--- config.mk ---
export PLATFORM = sky130hd
export DESIGN_NAME = text_writer
export DESIGN_NICKNAME = d
export VERILOG_FILES = /design/src/rtl/text_writer.sv
export SDC_FILE = /design/constraint.sdc
export NUM_CORES = 1
export LEC_CHECK = 0
export CORE_AREA = 4 4 86 88
export CTS_BUF_LIST = sky130_fd_sc_hd__clkbuf_2 sky130_fd_sc_hd__clkbuf_4 sky130_fd_sc_hd__clkbuf_8
export CTS_CLUSTER_SIZE = 25
export DETAILED_ROUTE_END_ITERATION = 12
export DIE_AREA = 0 0 90 92
export PLACE_DENSITY = 0.81
export SYNTH_ARGS = -nofsm -noshare
export SYNTH_HDL_FRONTEND = slang
export SYNTH_SLANG_ARGS = --single-unit
export TNS_END_PERCENT = 1
--- constraint.sdc ---
create_clock -name clk -period 3.2 [get_ports clk]
set_input_delay 0.8 -clock clk [delete_from_list [all_inputs] [get_ports clk]]
set_output_delay 0.8 -clock clk [all_outputs]
set_load 0.05 [all_outputs]
--- src/rtl/text_writer.sv ---
// Write side of the 80x30 text-mode framebuffer: consumes ASCII bytes, tracks the
// cursor and emits single-cycle text RAM writes, including full-screen and row clears.
module text_writer #(
  parameter int          COLS       = 80,
  parameter int          ROWS       = 30,
  parameter logic [7:0]  CLEAR_CHAR = 8'h20
) (
  input  logic        clk,
  input  logic        rst,
  input  logic        i_valid,
  input  logic [7:0]  i_char,
  output logic        o_ready,
  output logic        o_we,
  output logic [11:0] o_addr,
  output logic [7:0]  o_data,
  output logic [6:0]  o_col,
  output logic [4:0]  o_row
);

  localparam logic [11:0] LAST_CELL = 12'(COLS * ROWS - 1);
  localparam logic [6:0]  LAST_COL  = 7'(COLS - 1);
  localparam logic [4:0]  LAST_ROW  = 5'(ROWS - 1);
  localparam logic [6:0]  COLS_W    = 7'(COLS);

  localparam logic [7:0] CH_BS  = 8'h08;
  localparam logic [7:0] CH_TAB = 8'h09;
  localparam logic [7:0] CH_LF  = 8'h0A;
  localparam logic [7:0] CH_FF  = 8'h0C;
  localparam logic [7:0] CH_CR  = 8'h0D;

  typedef enum logic [1:0] {
    S_CLEAR_ALL = 2'd0,
    S_IDLE      = 2'd1,
    S_CLEAR_ROW = 2'd2
  } state_t;

  state_t      r_state;
  logic [11:0] r_cnt;
  logic [6:0]  r_col;
  logic [4:0]  r_row;
  logic        r_we;
  logic [11:0] r_addr;
  logic [7:0]  r_data;

  logic        w_wr;
  logic [11:0] w_waddr;
  logic [7:0]  w_wdata;
  logic [6:0]  w_col_nxt;
  logic        w_adv;
  logic        w_ff;
  logic [6:0]  w_tab;

  function automatic logic [11:0] cell_addr(input logic [4:0] row, input logic [6:0] col);
    return 12'(row) * 12'(COLS) + 12'(col);
  endfunction

  // Decode of the byte currently offered in IDLE: what to write and where the cursor goes.
  always_comb begin
    w_wr      = 1'b0;
    w_waddr   = cell_addr(r_row, r_col);
    w_wdata   = i_char;
    w_col_nxt = r_col;
    w_adv     = 1'b0;
    w_ff      = 1'b0;
    w_tab     = (r_col | 7'd7) + 7'd1;
    if (i_char >= 8'h20 && i_char <= 8'h7E) begin
      w_wr = 1'b1;
      if (r_col == LAST_COL) begin
        w_col_nxt = 7'd0;
        w_adv     = 1'b1;
      end else begin
        w_col_nxt = r_col + 7'd1;
      end
    end else begin
      case (i_char)
        CH_LF: begin
          w_col_nxt = 7'd0;
          w_adv     = 1'b1;
        end
        CH_CR: w_col_nxt = 7'd0;
        CH_BS: begin
          if (r_col != 7'd0) begin
            w_col_nxt = r_col - 7'd1;
            w_wr      = 1'b1;
            w_wdata   = CLEAR_CHAR;
            w_waddr   = cell_addr(r_row, r_col - 7'd1);
          end
        end
        CH_TAB: begin
          if (w_tab == COLS_W) begin
            w_col_nxt = 7'd0;
            w_adv     = 1'b1;
          end else begin
            w_col_nxt = w_tab;
          end
        end
        CH_FF: begin
          w_col_nxt = 7'd0;
          w_ff      = 1'b1;
        end
        default: ;
      endcase
    end
  end

  always_ff @(posedge clk or posedge rst) begin
    if (rst) begin
      r_state <= S_CLEAR_ALL;
      r_cnt   <= 12'd0;
      r_col   <= 7'd0;
      r_row   <= 5'd0;
      r_we    <= 1'b0;
      r_addr  <= 12'd0;
      r_data  <= CLEAR_CHAR;
    end else begin
      r_we <= 1'b0;
      case (r_state)
        S_CLEAR_ALL: begin
          r_we   <= 1'b1;
          r_addr <= r_cnt;
          r_data <= CLEAR_CHAR;
          if (r_cnt == LAST_CELL) begin
            r_cnt   <= 12'd0;
            r_state <= S_IDLE;
          end else begin
            r_cnt <= r_cnt + 12'd1;
          end
        end
        S_CLEAR_ROW: begin
          r_we   <= 1'b1;
          r_addr <= cell_addr(r_row, r_cnt[6:0]);
          r_data <= CLEAR_CHAR;
          if (r_cnt[6:0] == LAST_COL) begin
            r_cnt   <= 12'd0;
            r_state <= S_IDLE;
          end else begin
            r_cnt <= r_cnt + 12'd1;
          end
        end
        S_IDLE: begin
          if (i_valid) begin
            r_we  <= w_wr;
            r_col <= w_col_nxt;
            if (w_wr) begin
              r_addr <= w_waddr;
              r_data <= w_wdata;
            end
            if (w_ff) begin
              r_row   <= 5'd0;
              r_cnt   <= 12'd0;
              r_state <= S_CLEAR_ALL;
            end else if (w_adv) begin
              // Scrolling is not supported: the cursor wraps to the top and row 0 is blanked.
              if (r_row == LAST_ROW) begin
                r_row   <= 5'd0;
                r_cnt   <= 12'd0;
                r_state <= S_CLEAR_ROW;
              end else begin
                r_row <= r_row + 5'd1;
              end
            end
          end
        end
        default: begin
          r_cnt   <= 12'd0;
          r_state <= S_CLEAR_ALL;
        end
      endcase
    end
  end

  assign o_ready = (r_state == S_IDLE);
  assign o_we    = r_we;
  assign o_addr  = r_addr;
  assign o_data  = r_data;
  assign o_col   = r_col;
  assign o_row   = r_row;

endmodule
==> impl_metrics.yaml, run 1 <==
yosys:
  yosysMostFrequentCell: "dfrtp_1"
  synth_ff_type: "dfrtp_1"
  synth_top_area_frac: 0.3047
  yosysWarningCount: 0
  syn_area_um2: 3777
  syn-num-nets: 474
  synthTopCellsByArea: "dfrtp_1 (30%), ha_1 (9.3%), nand2_1 (4.4%)"
  synth_seq_cells: 47
  synth_common_cells: "dfrtp_1 (46), nand2_1 (44), nor2_1 (29), ha_1 (28), o21ai_0 (25)"
  syn_inst: 431
  syn_area_per_cell_um2: 8.764
  synthArstFlopShare: 1.000
  synth_edf_count: 0
  ys_seq_area_frac: 0.3117
  ys_types: 71
  yosys.area.top_type: "dfrtp_1"
floorplan:
  initial_utilization: 0.5685
  dieHeight_um: 92
  fp-row-count: 30
  io-pin-count: 45
  die_w_um: 90
  core-area_um2: 6644
  die_area_um2: 8280
route:
  viasPerCell: 6.367
  wirelength_mm: 9.821
  wire_per_inst_um: 17.41
  ant_nets: 0
  firstDrtPassIters: 5
  drt_iter0_drc: 287
  route.detailed.drc: 0
  vias: 3591
cts:
  clk_pin_slew_ns: 0.09
  htree_levels: 2
  cts_tree: "done"
  hold_buffers: 0
  clk-insertion-delay-late_ns: 0.32
  cts_buffers: 5
  clockBufferDepth: 2
  clkSinkCount: 47
  root_buffer: "clkbuf_8"
pwr:
  p_sw_frac: 0.5350
  p_leak_nw: 1.985
  seqPwrFrac: 0.209
  p_comb_frac: 0.714
  power.density_nw_per_um2: 1098
  power_mw: 4.946
  ir_worst_vdd_uv: 712.9
  clockPowerShare: 0.077
  p_int_mw: 2.300
  switchingPower_mw: 2.646
global_routing:
  grt_pass1_wl_mm: 16.33
  use_met3: 0.04512
  grtUsageTotal: 0.2414
  grt_pass1_vias: 3430
  antenna_found_initial: 0
  grt_util_met1: 0.3351
  gr-total-overflow: 0
  use_met2: 0.3796
  grt.busiest_layer: "met2"
  grt_max_degree: 29
status:
  run_status: "finished, final reports clean"
final_layout:
  fin_util: 0.6782
  area_growth_pct: 19.28
  antennaDiodeCount: 0
  multi_input_area_um2: 2429
  regArea_um2: 1177
  nFillCells: 547
  design_area_um2: 4506
  nNetsFinal: 526
  drive_gt1_frac: 0.1054
min_path:
  min_path_type: "reg2reg"
sta:
  slew_headroom: 0.6107
  setup_viol: 0
  finClkSkew_ns: 0.01308
  slew_viol_final: 0
  rsz0062_at_grt: "no"
  tightest_slew_ns: 0.5840
  finalCritPeriodShare: 0.9081
  period_minus_slack_ns: 2.906
  finalHoldViolCount: 0
  clock.fmax_mhz: 344.1
  fin_tns_setup_ns: 0
worst_setup_path:
  endpoint_kind: "flip-flop"
  r2r_start: "o_col[0]"
  startpoint: "i_char[4]"
  worstSetupPathType: "in2reg"
  rrSetupSlack_ns: 0.31
  worstSetupEndpoint: "r_cnt[8]"
  timing.rr.end: "o_addr[10]"
  cp_max_fo: 9
  cp-start-kind: "input pin"
  arrival_ns: 3.12
  rr_worst_depth: 13
  cp.required_ns: 3.42
place:
  hpwlAfterDp_mm: 7.366
  place_area_um2: 4403
  io_buffers: 44
  gp_congestion: 0.9442
flow_run:
  drv_cap: 0
-- routing by layer --
layer / vias up / routed length, um
li1: 1717 / -
met3: 13 / 637
met5: - / 0
met2: 127 / 4501
met4: 0 / 148
met1: 1734 / 4534
-- worst min path at each step --
stage                          from         to  slack, ns  cells past startpoint
after floorplan           r_cnt[11]  r_cnt[11]       0.49                      1
after global placement    o_data[5]  o_data[5]       0.45                      2
after detailed placement  o_data[7]  o_data[7]       0.48                      1
after CTS                 o_data[5]  o_data[5]       0.50                      2
after global routing      o_data[5]  o_data[5]       0.52                      2
final                     o_data[5]  o_data[5]       0.49                      2
-- through the flow --
stage / hold WS, ns / instances / setup WS [ns]
finish: 0.4939 / 564 / 0.2942
global route: 0.5165 / 564 / 0.02962
CTS: 0.4976 / 564 / 0.1966
detailed placement: 0.4772 / 556 / -0.001576
global placement: 0.4512 / 556 / 0.08545
floorplan: 0.4893 / 431 / 0.1662
-- logic make-up after synthesis --
kind of cell | share of synthesized area
AND/OR/NAND/NOR | 0.2004
adder cells (fa/ha/maj) | 0.1139
multiplexers | 0.01954
buffers and inverters | 0.04935
XOR/XNOR | 0.03710
AO/OA/AOI/OAI | 0.2680
flip-flops | 0.3117
-- placed cells by master (no fill, tap or decap), drive strengths merged, types with 4 or more instances in the layout --
cell,count
a21oi,23
o211ai,5
a32oi,4
xnor2,12
buf,23
a22o,6
nand3,18
nand2,44
xor2,4
o22ai,8
clkdlybuf4s50,44
a21o,10
dfrtp,46
or3,4
and3,13
a31oi,14
o21ai,28
mux2i,5
inv,24
and2,4
a22oi,4
nor2,29
nand4,4
ha,28
clkbuf,5
o31ai,6
fa,4
-- final cells by class --
| cell class | count | area share |
|---|---|---|
| Multi-Input combinational cell | 339 | 0.5390 |
| Clock inverter | 3 | 0.004166 |
| Timing Repair Buffer | 67 | 0.1389 |
| Tap cell | 80 | 0.02222 |
| Inverter | 23 | 0.01916 |
| Sequential cell | 47 | 0.2613 |
| Clock buffer | 5 | 0.01527 |
-- what timing repair did --
item	4_1_cts	5_1_grt
resized for setup	0	2
endpoints found under the setup margin	0	1
setup buffers	0	0
-- critical path, stage by stage --
cell	delay (ns)
clkdlybuf4s50_1	0.50
nor4b_4	0.49
nand3_4	0.17
a211oi_2	0.29
o2111ai_2	0.26
a21o_1	0.34
o31ai_1	0.27
-- registers in the layout (all words and copies together), names as in the netlist --
signal,flops
r_cnt,12
r_state,2
o_addr,12
o_col,7
o_we,1
o_row,5
o_data,8
-- power groups by stage --
stage / sequential, mW / clock (mW) / combinational, mW
after floorplan: 1.55 / 0 / 2.00
after detailed placement: 1.04 / 0 / 3.47
final: 1.03 / 0.381 / 3.53
after CTS: 1.03 / 0.382 / 3.49
after global placement: 1.03 / 0 / 3.40
after global routing: 1.06 / 0.422 / 3.85
Power figures use the tool's default switching activity.
==> run 2: changes to the inputs <==
--- a/config.mk
+++ b/config.mk
@@ -11,6 +11,7 @@
 export DETAILED_ROUTE_END_ITERATION = 12
 export DIE_AREA = 0 0 90 92
 export PLACE_DENSITY = 0.81
+export SLEW_MARGIN = 20
 export SYNTH_ARGS = -nofsm -noshare
 export SYNTH_HDL_FRONTEND = slang
 export SYNTH_SLANG_ARGS = --single-unit
==> results of run 2 <==
The final DEF is identical to that of run 1; final timing and power are the same.
